`config.mk`:
```
export PLATFORM = sky130hd
export DESIGN_NAME = alu_multicycle
export DESIGN_NICKNAME = d
export VERILOG_FILES = /design/src/rtl/alu_multicycle.sv
export SDC_FILE = /design/constraint.sdc
export NUM_CORES = 1
export LEC_CHECK = 0
export CORE_MARGIN = 3
export CORE_UTILIZATION = 40
export CTS_CLUSTER_SIZE = 40
export DETAILED_ROUTE_END_ITERATION = 8
export HOLD_SLACK_MARGIN = 0.15
export SYNTH_ARGS = -nofsm -noshare
export SYNTH_HDL_FRONTEND = slang
export SYNTH_SLANG_ARGS = --single-unit
```
`constraint.sdc`:
```
create_clock -name clk -period 3.7 [get_ports clk]
set_input_delay 0.74 -clock clk [delete_from_list [all_inputs] [get_ports clk]]
set_output_delay 0.74 -clock clk [all_outputs]
set_load 0.1 [all_outputs]
```
`src/rtl/alu_multicycle.sv`:
```
// alu_multicycle -- RV32I execute-stage ALU with an iterative shifter.
//
// add/sub/and/or/slt and the illegal code finish at the accept edge, so
// done is seen one cycle after acceptance. sll/srl with a nonzero shift
// amount move one bit per cycle in SHIFT. A shift amount of zero finishes
// at the accept edge like the other single-cycle ops.
//
// Ports:
//   clk          rising-edge clock
//   rst          synchronous active-high reset
//   start        request, accepted only while ready
//   ALU_control  000 add, 001 sub, 010 and, 011 or, 101 slt,
//                100 sll, 110 srl, 111 illegal
//   src_a        operand A
//   src_b        operand B; [4:0] is the shift amount
//   ready        high in IDLE
//   done         one-cycle pulse; result/zero/illegal updated
//   result       registered result, held until the next done
//   zero         registered (result == 0)
//   illegal      registered, set when the accepted code was 111
module alu_multicycle #(
   parameter int XLEN = 32
) (
   input  logic            clk,
   input  logic            rst,
   input  logic            start,
   input  logic [2:0]      ALU_control,
   input  logic [XLEN-1:0] src_a,
   input  logic [XLEN-1:0] src_b,
   output logic            ready,
   output logic            done,
   output logic [XLEN-1:0] result,
   output logic            zero,
   output logic            illegal
);

   localparam logic [2:0] OP_ADD = 3'b000;
   localparam logic [2:0] OP_SUB = 3'b001;
   localparam logic [2:0] OP_AND = 3'b010;
   localparam logic [2:0] OP_OR  = 3'b011;
   localparam logic [2:0] OP_SLT = 3'b101;
   localparam logic [2:0] OP_SLL = 3'b100;
   localparam logic [2:0] OP_SRL = 3'b110;
   localparam logic [2:0] OP_ILL = 3'b111;

   typedef enum logic {IDLE, SHIFT} state_t;

   state_t          state, state_nxt;
   logic [XLEN-1:0] acc, acc_nxt;
   logic [4:0]      cnt, cnt_nxt;
   logic            sh_left, sh_left_nxt;
   logic [XLEN-1:0] result_nxt;
   logic            zero_nxt, illegal_nxt, done_nxt;

   logic [XLEN-1:0] alu_res;
   logic [XLEN-1:0] acc_sh;
   logic            is_shift;
   logic [4:0]      shamt;

   assign shamt    = src_b[4:0];
   assign is_shift = (ALU_control == OP_SLL) || (ALU_control == OP_SRL);
   assign ready    = (state == IDLE);

   // One-bit step of the iterative shifter.
   assign acc_sh = sh_left ? {acc[XLEN-2:0], 1'b0} : {1'b0, acc[XLEN-1:1]};

   // Single-cycle result; shifts land here only when shamt is 0.
   always_comb begin
      alu_res = '0;
      case (ALU_control)
         OP_ADD:         alu_res = src_a + src_b;
         OP_SUB:         alu_res = src_a - src_b;
         OP_AND:         alu_res = src_a & src_b;
         OP_OR:          alu_res = src_a | src_b;
         OP_SLT:         alu_res = {{(XLEN-1){1'b0}}, ($signed(src_a) < $signed(src_b))};
         OP_SLL, OP_SRL: alu_res = src_a;
         OP_ILL:         alu_res = '0;
         default:        alu_res = '0;
      endcase
   end

   always_comb begin
      state_nxt   = state;
      acc_nxt     = acc;
      cnt_nxt     = cnt;
      sh_left_nxt = sh_left;
      result_nxt  = result;
      zero_nxt    = zero;
      illegal_nxt = illegal;
      done_nxt    = 1'b0;
      case (state)
         IDLE: begin
            if (start) begin
               if (is_shift && (shamt != 5'd0)) begin
                  acc_nxt     = src_a;
                  cnt_nxt     = shamt;
                  sh_left_nxt = (ALU_control == OP_SLL);
                  state_nxt   = SHIFT;
               end else begin
                  result_nxt  = alu_res;
                  zero_nxt    = (alu_res == '0);
                  illegal_nxt = (ALU_control == OP_ILL);
                  done_nxt    = 1'b1;
               end
            end
         end
         SHIFT: begin
            acc_nxt = acc_sh;
            cnt_nxt = cnt - 5'd1;
            // Last step: the value being shifted in is the final result.
            if (cnt == 5'd1) begin
               result_nxt  = acc_sh;
               zero_nxt    = (acc_sh == '0);
               illegal_nxt = 1'b0;
               done_nxt    = 1'b1;
               state_nxt   = IDLE;
            end
         end
         default: state_nxt = IDLE;
      endcase
   end

   always_ff @(posedge clk) begin
      if (rst) begin
         state   <= IDLE;
         acc     <= '0;
         cnt     <= '0;
         sh_left <= 1'b0;
         result  <= '0;
         zero    <= 1'b1;
         illegal <= 1'b0;
         done    <= 1'b0;
      end else begin
         state   <= state_nxt;
         acc     <= acc_nxt;
         cnt     <= cnt_nxt;
         sh_left <= sh_left_nxt;
         result  <= result_nxt;
         zero    <= zero_nxt;
         illegal <= illegal_nxt;
         done    <= done_nxt;
      end
   end

endmodule

```
==> run summary <==
The flow ran to the end, but the final reports show violations. The final reports fail on setup timing. The number of global-route vias before repair came out at 10500. The clock slew at the register clock pins of the worst setup and hold paths is 60 ps. STA classifies the critical path startpoint as a primary input.

Fraction of the cycle the final worst path needs: 1.01. The origin of the critical flop-to-flop path is sh_left. The signal on the critical path passes through dlygate4sd2_1 -> inv_2 -> buf_4 -> ha_4 -> nor2_1 -> a211o_1 -> a21oi_2 -> a31oi_4 -> a211oi_2 -> buf_4 -> a21oi_1 -> o31ai_2 -> buf_4 -> o211ai_1 -> nor4_4 -> nand4_1 -> o311ai_2.

Largest fanout of any net on the critical path: 4. The maximum cell stage delay along the critical path came out at 360 ps. The synthesized design contains 0 enable-type register cells. The later pin in the worst-skew pair is clocked with a latency of 340 ps. At the worst endpoint, the arrival time is 3980 ps. The remaining number of nets flagged by the antenna check after routing was 0. The fraction of final layout cells with drive strength greater than 1 was 0.375.

The tools report the highest clock frequency the design can meet as 268 MHz. The die area is 0.0243 sq mm, and the power density over cell area is 280 mW/mm^2. The utilization after layout was 0.663. The tools report the length of routed wiring on met1 as 18.4 mm. By area the synthesized netlist is led by sky130_fd_sc_hd__dfxtp_1, sky130_fd_sc_hd__ha_1, sky130_fd_sc_hd__a21oi_1, sky130_fd_sc_hd__nand2_1, sky130_fd_sc_hd__inv_1. TritonCTS created 9 clock buffers. Static leakage: 6.33 nW. CTS saw 74 sinks. The count of placed standard cells in the final layout, fillers left out came out at 1961. The run gives 0 as the count of final max-slew check failures.

The logs give 54 for the standard-cell row count and 0 for the synthesis warning total. The clock tree synthesis step divided the H-tree into 3 levels. The detailed placer's ending HPWL is 30.8 mm.

In the final routed layout, each cell accounts on average for 20.4 um. The number of nets in the synthesized netlist is 1448. Across all register-to-register paths, the minimum setup slack is 1000 ps. The routability congestion estimate from global placement came out at 0.977.

The most used cell along the critical path was sky130_fd_sc_hd__buf_4. Destination of the worst register-to-register timing path: zero. The horizontal die dimension came out at 156 um. A synthesized cell averages 7.04 sq um.

The number of setup violations in the final report came out at 1. Max-slew headroom at the worst pin: 0.350. The path with the worst hold slack has its endpoint at result[20]. The slowest stage cell on the critical path was sky130_fd_sc_hd__a211o_1. The post-synthesis async set-or-reset flop share was 0; the pre-CTS worst setup slack was -977 ps. The number of antenna diodes in the final layout is 0. The first global-routing pass estimated 59.6 mm of wire. The count of buffers added on input and output ports is 105.

The largest voltage drop on the vdd net was 0.265 mV. Most frequently used flop master after synthesis: sky130_fd_sc_hd__dfxtp_1. The run gives 0.00148 sq mm as the area used by sequential logic in the layout. No sink is reached through more buffers than the 2 on the longest clock path. The tools report the detailed route wirelength on metal2 as 17.5 mm.

The logs give 106 for the number of placed I/O pins and 870 for the iteration-0 DRC count of the detailed router. Amount of wire on met3 after detailed routing: 3.08 mm. The count of mapped cells out of synthesis came out at 1278.

TritonCTS built the clock tree. The tools report the minimum setup slack in the final design as -32.4 ps. The worst hold path passes through 2 cells. The worst hold path begins at result[20]. The run gives 0.310 as the overall routing resource usage. Hold timing on the final database bottoms out at a slack of 447 ps.

STA puts the critical path data required time at 3950 ps. The tree is rooted in a sky130_fd_sc_hd__clkbuf_16. The die is 156 um tall. The worst-case reg-to-reg path depth was 8.

The share of the synthesized area in the top cell type was 0.165. For this block, the via count after detailed routing is 11500. For the effective utilization at floorplan, the log shows 0.410. The number of failing hold endpoints at the final stage was 0. Across the routed clock network, the largest skew measured is 2.98 ps. The critical path is of the in2reg type.

Synthesis inferred 74 register bits. The first TritonRoute pass finished after 5 iterations. The time the worst path needs with I/O delays and setup was 3730 ps.

The most common cell in the synthesized netlist is sky130_fd_sc_hd__nand2_1. The pin count of the biggest net entering global routing is 53, and the post-synthesis cell area is 0.00899 sq mm. The area growth from synthesis to layout was 61.8%. The total placed cells including tap cells was 1917; the sequential share of the synthesized area was 0.165. Summed over all layers, the routed wires come to 40.1 mm. The tools report the number of antenna violations at the first check in global routing as 0.

Max-cap violations in this run came to 0. Number of library cell types mapped by synthesis: 80. The highest signal layer in the routed design is met4. By count the netlist is led by sky130_fd_sc_hd__nand2_1, sky130_fd_sc_hd__a21oi_1, sky130_fd_sc_hd__inv_1, sky130_fd_sc_hd__nor2_1, sky130_fd_sc_hd__ha_1. The tools report the number of hold-repair buffers added at the cts stage as 0.

For this run, the post-layout net count is 1847. The largest total area in the synthesized netlist belongs to sky130_fd_sc_hd__dfxtp_1. Summing all multi-input logic gate instances after layout gives 0.00813 sq mm. Using the TritonRoute via totals, the vias-per-cell ratio works out to 5.88. The total global routing overflow was 0. Worst-margin pin slew: 972 ps. The dominant delay contributor by cell family on the critical path was compound AO/OA/AOI/OAI gates.

After floorplanning, the core was sized to cover 0.0220 sq mm. For this run, design rule violations remaining after detail routing come to 0. Counting the fill cells in the layout gives 1878.

The worst hold path class was reg2reg. The tools report the category of the worst setup path capture point as a register. Setup repair after global routing could not meet its margin everywhere. The count of buffering cells on the critical path with inverters included is 5.
## per-layer routing
metal | vias to the layer above | global-route usage
li1 | 5481 | -
met4 | 0 | 0.0824
met2 | 563 | 0.479
met5 | - | 0
met3 | 74 | 0.0413
met1 | 5412 | 0.452
## final cells by class
class,instances,area share
flip-flops and latches,74,0.102
repair buffers,478,0.267
clock inverters,4,0.00189
clock buffers,11,0.0174
inverters,111,0.0286
well taps,280,0.0241
multi-input cells,1003,0.559
## cells in the final DEF (no fill, tap or decap), drive strengths merged, types with 12 or more instances in the layout
| master | n |
|---|---|
| o22a | 13 |
| ha | 98 |
| xnor2 | 16 |
| nor4 | 23 |
| a31oi | 20 |
| o211a | 13 |
| a22oi | 29 |
| nand2 | 133 |
| nand4 | 15 |
| buf | 380 |
| clkdlybuf4s50 | 63 |
| a211o | 12 |
| nand3 | 15 |
| nor2b | 20 |
| a21oi | 131 |
| clkbuf | 14 |
| o211ai | 24 |
| dlymetal6s2s | 18 |
| mux2i | 25 |
| nor3 | 23 |
| nor2 | 101 |
| o31ai | 16 |
| a211oi | 25 |
| inv | 111 |
| dfxtp | 74 |
| o21ai | 73 |
| dlygate4sd2 | 13 |
| o22ai | 18 |
| a311oi | 17 |
| nand2b | 12 |
## state kept, by name, summed over array words and instances, names as in the netlist
register  count
acc          32
result       32
cnt           5
done          1
illegal       1
sh_left       1
state         1
zero          1
## worst max-delay path by stage
stage / from / endpoint / cells past startpoint
2_1_floorplan: src_a[0] / zero / 13
3_3_place_gp: src_a[0] / zero / 17
3_5_place_dp: src_a[0] / zero / 17
4_1_cts: src_a[0] / zero / 15
5_1_grt: src_a[16] / zero / 16
6_report: src_b[3] / zero / 17
## kinds of logic after synthesis
family,Yosys count,synth area share
AOI/OAI and AO/OA,470,0.351
and+or+nand+nor,386,0.205
buffers and inverters,201,0.0874
adders and majority gates,100,0.141
DFF,74,0.165
muxes,29,0.0328
xor gates and xnor gates,18,0.0175
## where the power goes
| part | total [mW] | leakage (nW) | internal (mW) | switching, mW |
|---|---|---|---|---|
| clock | 0.829 | 0.141 | 0.487 | 0.342 |
| sequential | 0.919 | 0.608 | 0.861 | 0.0582 |
| combinational | 2.32 | 5.59 | 1.02 | 1.30 |
## metrics by stage
| stage | total power, mW | setup TNS (ps) | instance area (sq um) |
|---|---|---|---|
| after floorplan | 1.97 | 0 | 9000 |
| after global placement | 2.86 | -11690 | 12600 |
| after detailed placement | 2.87 | -11650 | 12600 |
| after CTS | 3.83 | -404 | 13700 |
| after global routing | 4.25 | -325 | 14500 |
| final | 4.07 | -32.4 | 14500 |
## worst reg2reg max path, stage by stage, from the launching register on
cell and delay, ps:
sky130_fd_sc_hd__dfxtp_2 420, sky130_fd_sc_hd__buf_4 300, sky130_fd_sc_hd__nor2_1 160, sky130_fd_sc_hd__nor4b_1 290, sky130_fd_sc_hd__a31oi_1 80, sky130_fd_sc_hd__or4_1 540, sky130_fd_sc_hd__o41ai_1 500, sky130_fd_sc_hd__o21ai_0 200
sky130_fd_sc_hd__o311ai_2 110
## repair_timing
action                                  4_1_cts  5_1_grt
endpoints found under the setup margin       17       17
endpoints found under the hold margin         0        0
setup buffers                                10       19
gates resized for setup                     171      193
pin swaps                                    53       81
Note: power is estimated with default switching activity, not from simulation.
